<file path="src/rtl/div_issue_ctrl_if.sv">
// Request/divider handshake bundle for div_issue_ctrl.
// master = the issue controller, slave = pipeline plus divider side.
interface div_issue_ctrl_if;
   logic        req_valid_i;
   logic        req_signed_i;
   logic [31:0] req_op1_i;
   logic [31:0] req_op2_i;
   logic        flush_i;
   logic        stall_i;
   logic [63:0] div_result_i;
   logic        div_ready_i;
   logic        div_start_o;
   logic        div_annul_o;
   logic        div_signed_o;
   logic [31:0] div_op1_o;
   logic [31:0] div_op2_o;
   logic        stallreq_o;
   logic [31:0] hi_o;
   logic [31:0] lo_o;
   logic        whilo_o;

   modport master (
      input  req_valid_i, req_signed_i, req_op1_i, req_op2_i,
      input  flush_i, stall_i, div_result_i, div_ready_i,
      output div_start_o, div_annul_o, div_signed_o,
      output div_op1_o, div_op2_o, stallreq_o,
      output hi_o, lo_o, whilo_o
   );

   modport slave (
      output req_valid_i, req_signed_i, req_op1_i, req_op2_i,
      output flush_i, stall_i, div_result_i, div_ready_i,
      input  div_start_o, div_annul_o, div_signed_o,
      input  div_op1_o, div_op2_o, stallreq_o,
      input  hi_o, lo_o, whilo_o
   );
endinterface

</file>
<file path="src/rtl/div_issue_ctrl.sv">
// EX-stage issue controller for the multi-cycle divider (HI/LO write).
// Optional DIV_ZERO_FASTPATH_EN: divide-by-zero completes without the divider.
module div_issue_ctrl (
   input  logic              clk,
   input  logic              rst,
   div_issue_ctrl_if.master  bus
);

   typedef enum logic [1:0] {
      IDLE,
      BUSY,
      DONE,
      ABORT
   } state_e;

   state_e      state_q, state_d;
   logic [1:0]  cnt_q, cnt_d;
   logic        start_q, start_d;
   logic        annul_q, annul_d;
   logic        sgn_q, sgn_d;
   logic [31:0] op1_q, op1_d;
   logic [31:0] op2_q, op2_d;
   logic [31:0] hi_q, hi_d;
   logic [31:0] lo_q, lo_d;
   logic        zero_fast;
   logic        take;

`ifdef DIV_ZERO_FASTPATH_EN
   assign zero_fast = (bus.req_op2_i == 32'd0);
`else
   assign zero_fast = 1'b0;
`endif

   assign take = bus.req_valid_i & ~bus.flush_i;

   always_ff @(posedge clk) begin
      if (rst) begin
         state_q <= IDLE;
         cnt_q   <= 2'd0;
         start_q <= 1'b0;
         annul_q <= 1'b0;
         sgn_q   <= 1'b0;
         op1_q   <= 32'd0;
         op2_q   <= 32'd0;
         hi_q    <= 32'd0;
         lo_q    <= 32'd0;
      end else begin
         state_q <= state_d;
         cnt_q   <= cnt_d;
         start_q <= start_d;
         annul_q <= annul_d;
         sgn_q   <= sgn_d;
         op1_q   <= op1_d;
         op2_q   <= op2_d;
         hi_q    <= hi_d;
         lo_q    <= lo_d;
      end
   end

   always_comb begin
      state_d = state_q;
      cnt_d   = 2'd0;
      start_d = 1'b0;
      annul_d = 1'b0;
      sgn_d   = sgn_q;
      op1_d   = op1_q;
      op2_d   = op2_q;
      hi_d    = hi_q;
      lo_d    = lo_q;
      unique case (state_q)
         IDLE: begin
            if (take && zero_fast) begin
               hi_d    = 32'd0;
               lo_d    = 32'd0;
               state_d = DONE;
            end else if (take) begin
               sgn_d   = bus.req_signed_i;
               op1_d   = bus.req_op1_i;
               op2_d   = bus.req_op2_i;
               start_d = 1'b1;
               state_d = BUSY;
            end
         end
         BUSY: begin
            // flush wins over a result arriving in the same cycle
            if (bus.flush_i) begin
               annul_d = 1'b1;
               state_d = ABORT;
            end else if (bus.div_ready_i) begin
               hi_d    = bus.div_result_i[63:32];
               lo_d    = bus.div_result_i[31:0];
               state_d = DONE;
            end else begin
               start_d = 1'b1;
            end
         end
         DONE: begin
            if (bus.stall_i && !bus.flush_i) begin
               state_d = DONE;
            end else begin
               state_d = IDLE;
            end
         end
         ABORT: begin
            // three cycles let the divider drain back to Free
            if (cnt_q == 2'd2) begin
               state_d = IDLE;
            end else begin
               cnt_d = cnt_q + 2'd1;
            end
         end
         default: state_d = IDLE;
      endcase
   end

   assign bus.div_start_o  = start_q;
   assign bus.div_annul_o  = annul_q;
   assign bus.div_signed_o = sgn_q;
   assign bus.div_op1_o    = op1_q;
   assign bus.div_op2_o    = op2_q;
   assign bus.hi_o         = hi_q;
   assign bus.lo_o         = lo_q;

   assign bus.stallreq_o = ((state_q == IDLE) & take)
                         | (state_q == BUSY)
                         | ((state_q == ABORT) & bus.req_valid_i);

   assign bus.whilo_o = (state_q == DONE) & ~bus.flush_i;

endmodule

</file>
<file path="src/flat_wrapper.sv">
// flat-port wrapper written by rule: the top's interface ports become plain ports
module div_issue_ctrl_flat 
  (clk, rst, bus_req_valid_i, bus_req_signed_i, bus_req_op1_i, bus_req_op2_i, bus_flush_i, bus_stall_i, bus_div_result_i, bus_div_ready_i, bus_div_start_o, bus_div_annul_o, bus_div_signed_o, bus_div_op1_o, bus_div_op2_o, bus_stallreq_o, bus_hi_o, bus_lo_o, bus_whilo_o);
  div_issue_ctrl_if bus_i ();
  input  logic clk;
  input  logic rst;
  input wire logic [$bits(bus_i.req_valid_i)-1:0] bus_req_valid_i;
  input wire logic [$bits(bus_i.req_signed_i)-1:0] bus_req_signed_i;
  input wire logic [$bits(bus_i.req_op1_i)-1:0] bus_req_op1_i;
  input wire logic [$bits(bus_i.req_op2_i)-1:0] bus_req_op2_i;
  input wire logic [$bits(bus_i.flush_i)-1:0] bus_flush_i;
  input wire logic [$bits(bus_i.stall_i)-1:0] bus_stall_i;
  input wire logic [$bits(bus_i.div_result_i)-1:0] bus_div_result_i;
  input wire logic [$bits(bus_i.div_ready_i)-1:0] bus_div_ready_i;
  output wire logic [$bits(bus_i.div_start_o)-1:0] bus_div_start_o;
  output wire logic [$bits(bus_i.div_annul_o)-1:0] bus_div_annul_o;
  output wire logic [$bits(bus_i.div_signed_o)-1:0] bus_div_signed_o;
  output wire logic [$bits(bus_i.div_op1_o)-1:0] bus_div_op1_o;
  output wire logic [$bits(bus_i.div_op2_o)-1:0] bus_div_op2_o;
  output wire logic [$bits(bus_i.stallreq_o)-1:0] bus_stallreq_o;
  output wire logic [$bits(bus_i.hi_o)-1:0] bus_hi_o;
  output wire logic [$bits(bus_i.lo_o)-1:0] bus_lo_o;
  output wire logic [$bits(bus_i.whilo_o)-1:0] bus_whilo_o;
  assign bus_i.req_valid_i = bus_req_valid_i;
  assign bus_i.req_signed_i = bus_req_signed_i;
  assign bus_i.req_op1_i = bus_req_op1_i;
  assign bus_i.req_op2_i = bus_req_op2_i;
  assign bus_i.flush_i = bus_flush_i;
  assign bus_i.stall_i = bus_stall_i;
  assign bus_i.div_result_i = bus_div_result_i;
  assign bus_i.div_ready_i = bus_div_ready_i;
  assign bus_div_start_o = bus_i.div_start_o;
  assign bus_div_annul_o = bus_i.div_annul_o;
  assign bus_div_signed_o = bus_i.div_signed_o;
  assign bus_div_op1_o = bus_i.div_op1_o;
  assign bus_div_op2_o = bus_i.div_op2_o;
  assign bus_stallreq_o = bus_i.stallreq_o;
  assign bus_hi_o = bus_i.hi_o;
  assign bus_lo_o = bus_i.lo_o;
  assign bus_whilo_o = bus_i.whilo_o;
  div_issue_ctrl u_core (.clk(clk), .rst(rst), .bus(bus_i));
endmodule
</file>
<file path="config.mk">
export PLATFORM = sky130hd
export DESIGN_NAME = div_issue_ctrl_flat
export DESIGN_NICKNAME = d
export VERILOG_FILES = /design/src/rtl/div_issue_ctrl_if.sv /design/src/rtl/div_issue_ctrl.sv /design/src/flat_wrapper.sv
export SDC_FILE = /design/constraint.sdc
export NUM_CORES = 1
export LEC_CHECK = 0
export ABC_AREA = 1
export BUFFER_PORTS_ARGS = -buffer_cell sky130_fd_sc_hd__buf_2
export CAP_MARGIN = 25
export CORE_ASPECT_RATIO = 2
export CORE_MARGIN = 1.5
export CORE_UTILIZATION = 48
export DETAILED_ROUTE_END_ITERATION = 7
export MAX_ROUTING_LAYER = met4
export PLACE_DENSITY = 0.85
export SLEW_MARGIN = 10
export SYNTH_ARGS = -nofsm -noshare
export SYNTH_HDL_FRONTEND = slang
export SYNTH_SLANG_ARGS = --single-unit
</file>
<file path="constraint.sdc">
create_clock -name clk -period 1.9 [get_ports clk]
set_input_delay 0 -clock clk [delete_from_list [all_inputs] [get_ports clk]]
set_output_delay 0 -clock clk [all_outputs]
set_load 0.1 [all_outputs]
</file>
== Yosys cells after proc, flatten, opt, wreduce, memory -nomap -nowiden ==
Cells that the tools add are included.
Storage, ports and cells
  flip-flop bits (word level): 135
  bits of input ports: 135
  output and inout bits: 133
  logic and storage cells: 45
Cells by class
  add/subtract/negate cells: 1
  eq/ne operators: 7
  muxes and demuxes: 11
  bitwise logic cells: 9
  reductions and logical operators: 8
Operators by type and width (count)
  $mux W2: 5
  $pmux W2 S4: 1
  $eq A2 B2 Y1 const B: 3
  $reduce_and A3 Y1: 2
  $and A1 B1 Y1: 4
  $mux W1: 4
  $ne A2 B1 Y1 const B: 2
  $ne A3 B3 Y1 const B: 1
  $not A1 Y1: 3
  $reduce_or A3 Y1: 1
  $add A2 B1 Y2 const B: 1
  $eq A2 B1 Y1 const B: 1
  $logic_not A2 Y1: 1
  $or A1 B1 Y1: 2
  $pmux W1 S2: 1
  $reduce_and A2 Y1: 1
  $reduce_or A2 Y1: 1
  $logic_and A1 B1 Y1: 1
  $logic_not A1 Y1: 1

== Logic depth before layout (Yosys ltp) ==
  word-level depth: 5
  mapped depth: 8
  depth with buffers taken out: 8

== Worst setup path after synthesis ==
OpenSTA, ideal clock, no wires.
  kind: reg-to-reg
  start point: reg u_core.state_q[1]
  end point: reg u_core.state_q[1]
  setup time: 0.070 ns
  data arrival time: 2.905 ns
  required time: 1.830 ns
  path slack: -1.075 ns
  stages on the path, launching flop included: 5
  path buffers: 0
  clock period less this slack: 2.975 ns
  cell sequence: dfxtp_1 inv_2 nor3_1 a21oi_1 nor2_1
On the way
  cells in the longest elaborated chain, start to end: 3
  elaborated cells between the ends (all ways): 9
  those cells by class: eq/ne: 6; mux: 1; reduce/logical: 2
Ends and longest elaborated chain
  from (decl): RTL line div_issue_ctrl.sv:16  | state_e state_q, state_d;
  from (signal assigned): RTL line div_issue_ctrl.sv:48  | state_q <= state_d;
  $eq A2 B1 Y1, or another cell as far along: RTL line div_issue_ctrl.sv:70  | unique case (state_q)
  $ne A3 B3 Y1 (no line) / $ne A2 B1 Y1 (equally long branches)
  $reduce_and A3 Y1 (no line)
Several ways; a longest one is shown, not always the timed one.
A chain may end at the register's enable or synchronous reset.

== Final worst setup path ==
  start point: reg u_core.state_q[0]
  end point: reg u_core.start_q (netlist: u_core.bus.div_start_o)
On the way
  cells in the longest elaborated chain, start to end: 2
  elaborated cells between the ends (all ways): 3
  those cells by class: eq/ne: 1; mux: 1; reduce/logical: 1
Ends and longest elaborated chain
  $eq A2 B1 Y1 / $logic_not A2 Y1 (equally long branches): RTL line div_issue_ctrl.sv:70
  $pmux W1 S2 (*): RTL line div_issue_ctrl.sv:70
  to (signal assigned): RTL line div_issue_ctrl.sv:50  | start_q <= start_d;
  to (decl): RTL line div_issue_ctrl.sv:18  | logic start_q, start_d;
Every way passes the cells marked *; elsewhere a longest branch is shown, timed or not.

==> impl_metrics.csv <==
group,metric,value,unit
status,outcome,"completed",
final_layout,drive_gt1_frac,0.3136,
place,io_buffers,267,
floorplanning,fp-row-count,51,
clocking,clockBufferDepth,2,
drt,drt_pass1_iterations,6,
place,routabilityCongestion,0.8006,
timing,fin_crit_sh,0.9040,
clocking,clkTransAtPathRegs,0.05,ns
setup_path,ff2ff_path_depth,5,
timing,finalHoldViolCount,0,
final_layout,utilization,0.8256,
setup_path,cp.required,2.19,ns
timing,slew_violations,0,
synth,synth.ff_latch_count,135,
power_and_ir_drop,combPwrFrac,0.379,
synth,synth.net_count,737,
setup_path,end_kind,"flop",
clocking,cts_root_buffer,"clkbuf_16",
timing,setup_tns,0,ns
clocking,htreeDepth,4,
setup_path,crit_start,"u_core.state_q[0]",
setup_path,path_max_fanout,21,
place,post-dp-hpwl,9.062,mm
flow_run,max_cap_violations,0,
timing,slew_headroom,0.6437,
setup_path,reg2reg_slack,0.18,ns
global_routing,grt_antenna_before_repair,0,
synth,yosys_warnings,0,
floorplanning,fp.dieW,74.31,µm
floorplanning,dieArea,0.01082,mm²
synth,ys_types,22,
final_layout,diodes,0,
setup_path,critPathArrivalTime,2.00,ns
drt,wirelength,18.92,mm
setup_path,endpoint,"u_core.bus.div_start_o",
synth,synthesis.area,0.004881,mm²
power_and_ir_drop,p_per_area,1332,mW/mm²
floorplanning,die_h,145.6,µm
power_and_ir_drop,pwr-share-seq,0.316,
clocking,clock_sinks,135,
timing,tightestPinTransition,0.5345,ns
final_layout,fill_cells,488,
floorplanning,core-area,0.009827,mm²
power_and_ir_drop,power.internal,0.006011,W
clocking,clkLatencyLatePin,0.41,ns
timing,max_clock_freq,0.5822,GHz
setup_path,critPathKind,"flop to flop",
drt,viasPerCell,5.217,
final_layout,fin_nets,1119,
timing,whs,0.03681,ns
final_layout,area_delta_synth_final,66.21,%
global_routing,grt_pass1_wl,29.27,mm
timing,finalSetupViolations,0,
global_routing,globalRouteTotalUtil,0.3622,
final_layout,final_cells,1127,
floorplanning,pin_count,268,
synth,syn_inst,601,
clocking,numCtsBuffers,17,
global_routing,grt_pass1_vias,6056,
final_layout,final_common_cell,"buf_2",
global_routing,grt_start_max_net_pins,133,
drt,drtAntennaViolNets,0,
min_path,min_path_type,"input port to flop",
power_and_ir_drop,leakage,3.993,nW
floorplanning,start_util,0.4967,
timing,clock_skew,0.01061,ns
min_path,hold_depth,5,
power_and_ir_drop,ir_drop,0.9676,mV
drt,drc,0,
synth,synth.yosys.seq_area_share,0.5537,
final_layout,most-common-layout-cells,"buf_2 (267), nor2_1 (135), dfxtp_1 (135)",
global_routing,overflow,0,
synth,syn_avg_cell_area,8.121,µm²
timing,rsz0062_at_grt,"no",
setup_path,startpoint_type,"flop",
power_and_ir_drop,p_clk_frac,0.305,
drt,drtIter0Drc,366,
power_and_ir_drop,p_sw,0.004792,W
place,dp.cells,963,
drt,vias,5880,
power_and_ir_drop,swShare,0.4436,
clocking,tritoncts,"built",
setup_path,reg2reg_to,"u_core.bus.div_start_o",
clocking,cts_setup_buffers,0,
timing,period_needed,1.718,ns
setup_path,r2r_start,"u_core.state_q[0]",
drt,wl_per_cell,16.78,µm
power_and_ir_drop,finalPower,0.01080,W
-- final cells by class --
type,count,area (µm²),share of cell area
Clock buffer,19,432.9,0.05336
Clock inverter,12,153.9,0.01897
Inverter,72,271.5,0.03347
Multi-Input combinational cell,352,1632,0.2011
Sequential cell,135,2703,0.3331
Tap cell,132,165.2,0.02036
Timing Repair Buffer,405,2755,0.3396
-- registers in the layout, summed over array words and instances, names as in the netlist --
register,cells
u_core.bus.div_signed_o,1
u_core.cnt_q,2
u_core.state_q,2
u_core.bus.lo_o,32
u_core.bus.div_op1_o,32
u_core.bus.div_op2_o,32
u_core.bus.hi_o,32
u_core.bus.div_start_o,1
u_core.bus.div_annul_o,1
-- routing by layer --
layer  vias to the layer above  share of wire  GRT usage
li1                       2681              -          -
met1                      2729           0.36     0.3593
met2                       387           0.50     0.5830
met3                        83          0.088     0.1253
met4                         0          0.054     0.2291
met5                         -              0          -
-- how the worst min path moves through the flow --
stage	end	slack (ns)	start
2_1_floorplan	u_core.bus.div_start_o	0.07	rst
3_3_place_gp	u_core.bus.div_start_o	0.21	rst
3_5_place_dp	u_core.bus.div_start_o	0.20	rst
4_1_cts	u_core.state_q[0]	0.01	bus_req_valid_i
5_1_grt	u_core.state_q[0]	0.04	bus_req_valid_i
6_report	u_core.state_q[0]	0.04	bus_req_valid_i
-- power groups by stage --
stage	sequential, W	clock [W]	combinational, W
after floorplan	0.00580	0	0.000836
after global placement	0.00342	0	0.00374
after detailed placement	0.00343	0	0.00377
after CTS	0.00338	0.00329	0.00399
after global routing	0.00345	0.00345	0.00425
final	0.00342	0.00329	0.00409
-- cells in the mapped netlist, drive strengths merged --
library cell | count | area share
o21ai | 130 | 0.13
a21oi | 68 | 0.070
ha | 1 | 0.0026
clkbuf | 18 | 0.014
nand4 | 1 | 0.0013
nor3 | 2 | 0.0021
dfxtp | 135 | 0.55
nand3 | 4 | 0.0051
nor2 | 137 | 0.11
nand2 | 9 | 0.0074
inv | 71 | 0.055
buf | 24 | 0.046
clkinv | 1 | 0.0010
-- metrics by stage --
step	setup slack, ns	area (µm²)
2_1_floorplan	0.3046	4892
3_3_place_gp	0.5120	6195
3_5_place_dp	0.4333	6195
4_1_cts	0.2162	8113
5_1_grt	0.1005	8113
6_report	0.1824	8113
-- critical path, cell delays in order (launching register included) --
cell and delay [ns]:
dfxtp_1 0.51, nor2_2 0.11, nand3_4 0.09, buf_4 0.24
a21oi_1 0.09, dlygate4sd3_1 0.56
-- cell families (layout without fill, tap and decap cells) --
kind of cell,Yosys count,after routing,share of synthesized area
fa+ha+maj,1,1,0.002563
compound gates,198,198,0.2046
simple gates,153,153,0.1233
flops,135,135,0.5537
buf+inv,114,508,0.1159
-- what timing repair did --
action	CTS	global route
hold buffers	133	0
resized for setup	0	0
endpoints found under the hold margin	132	0
No activity file was read; power rests on OpenSTA's default activity.
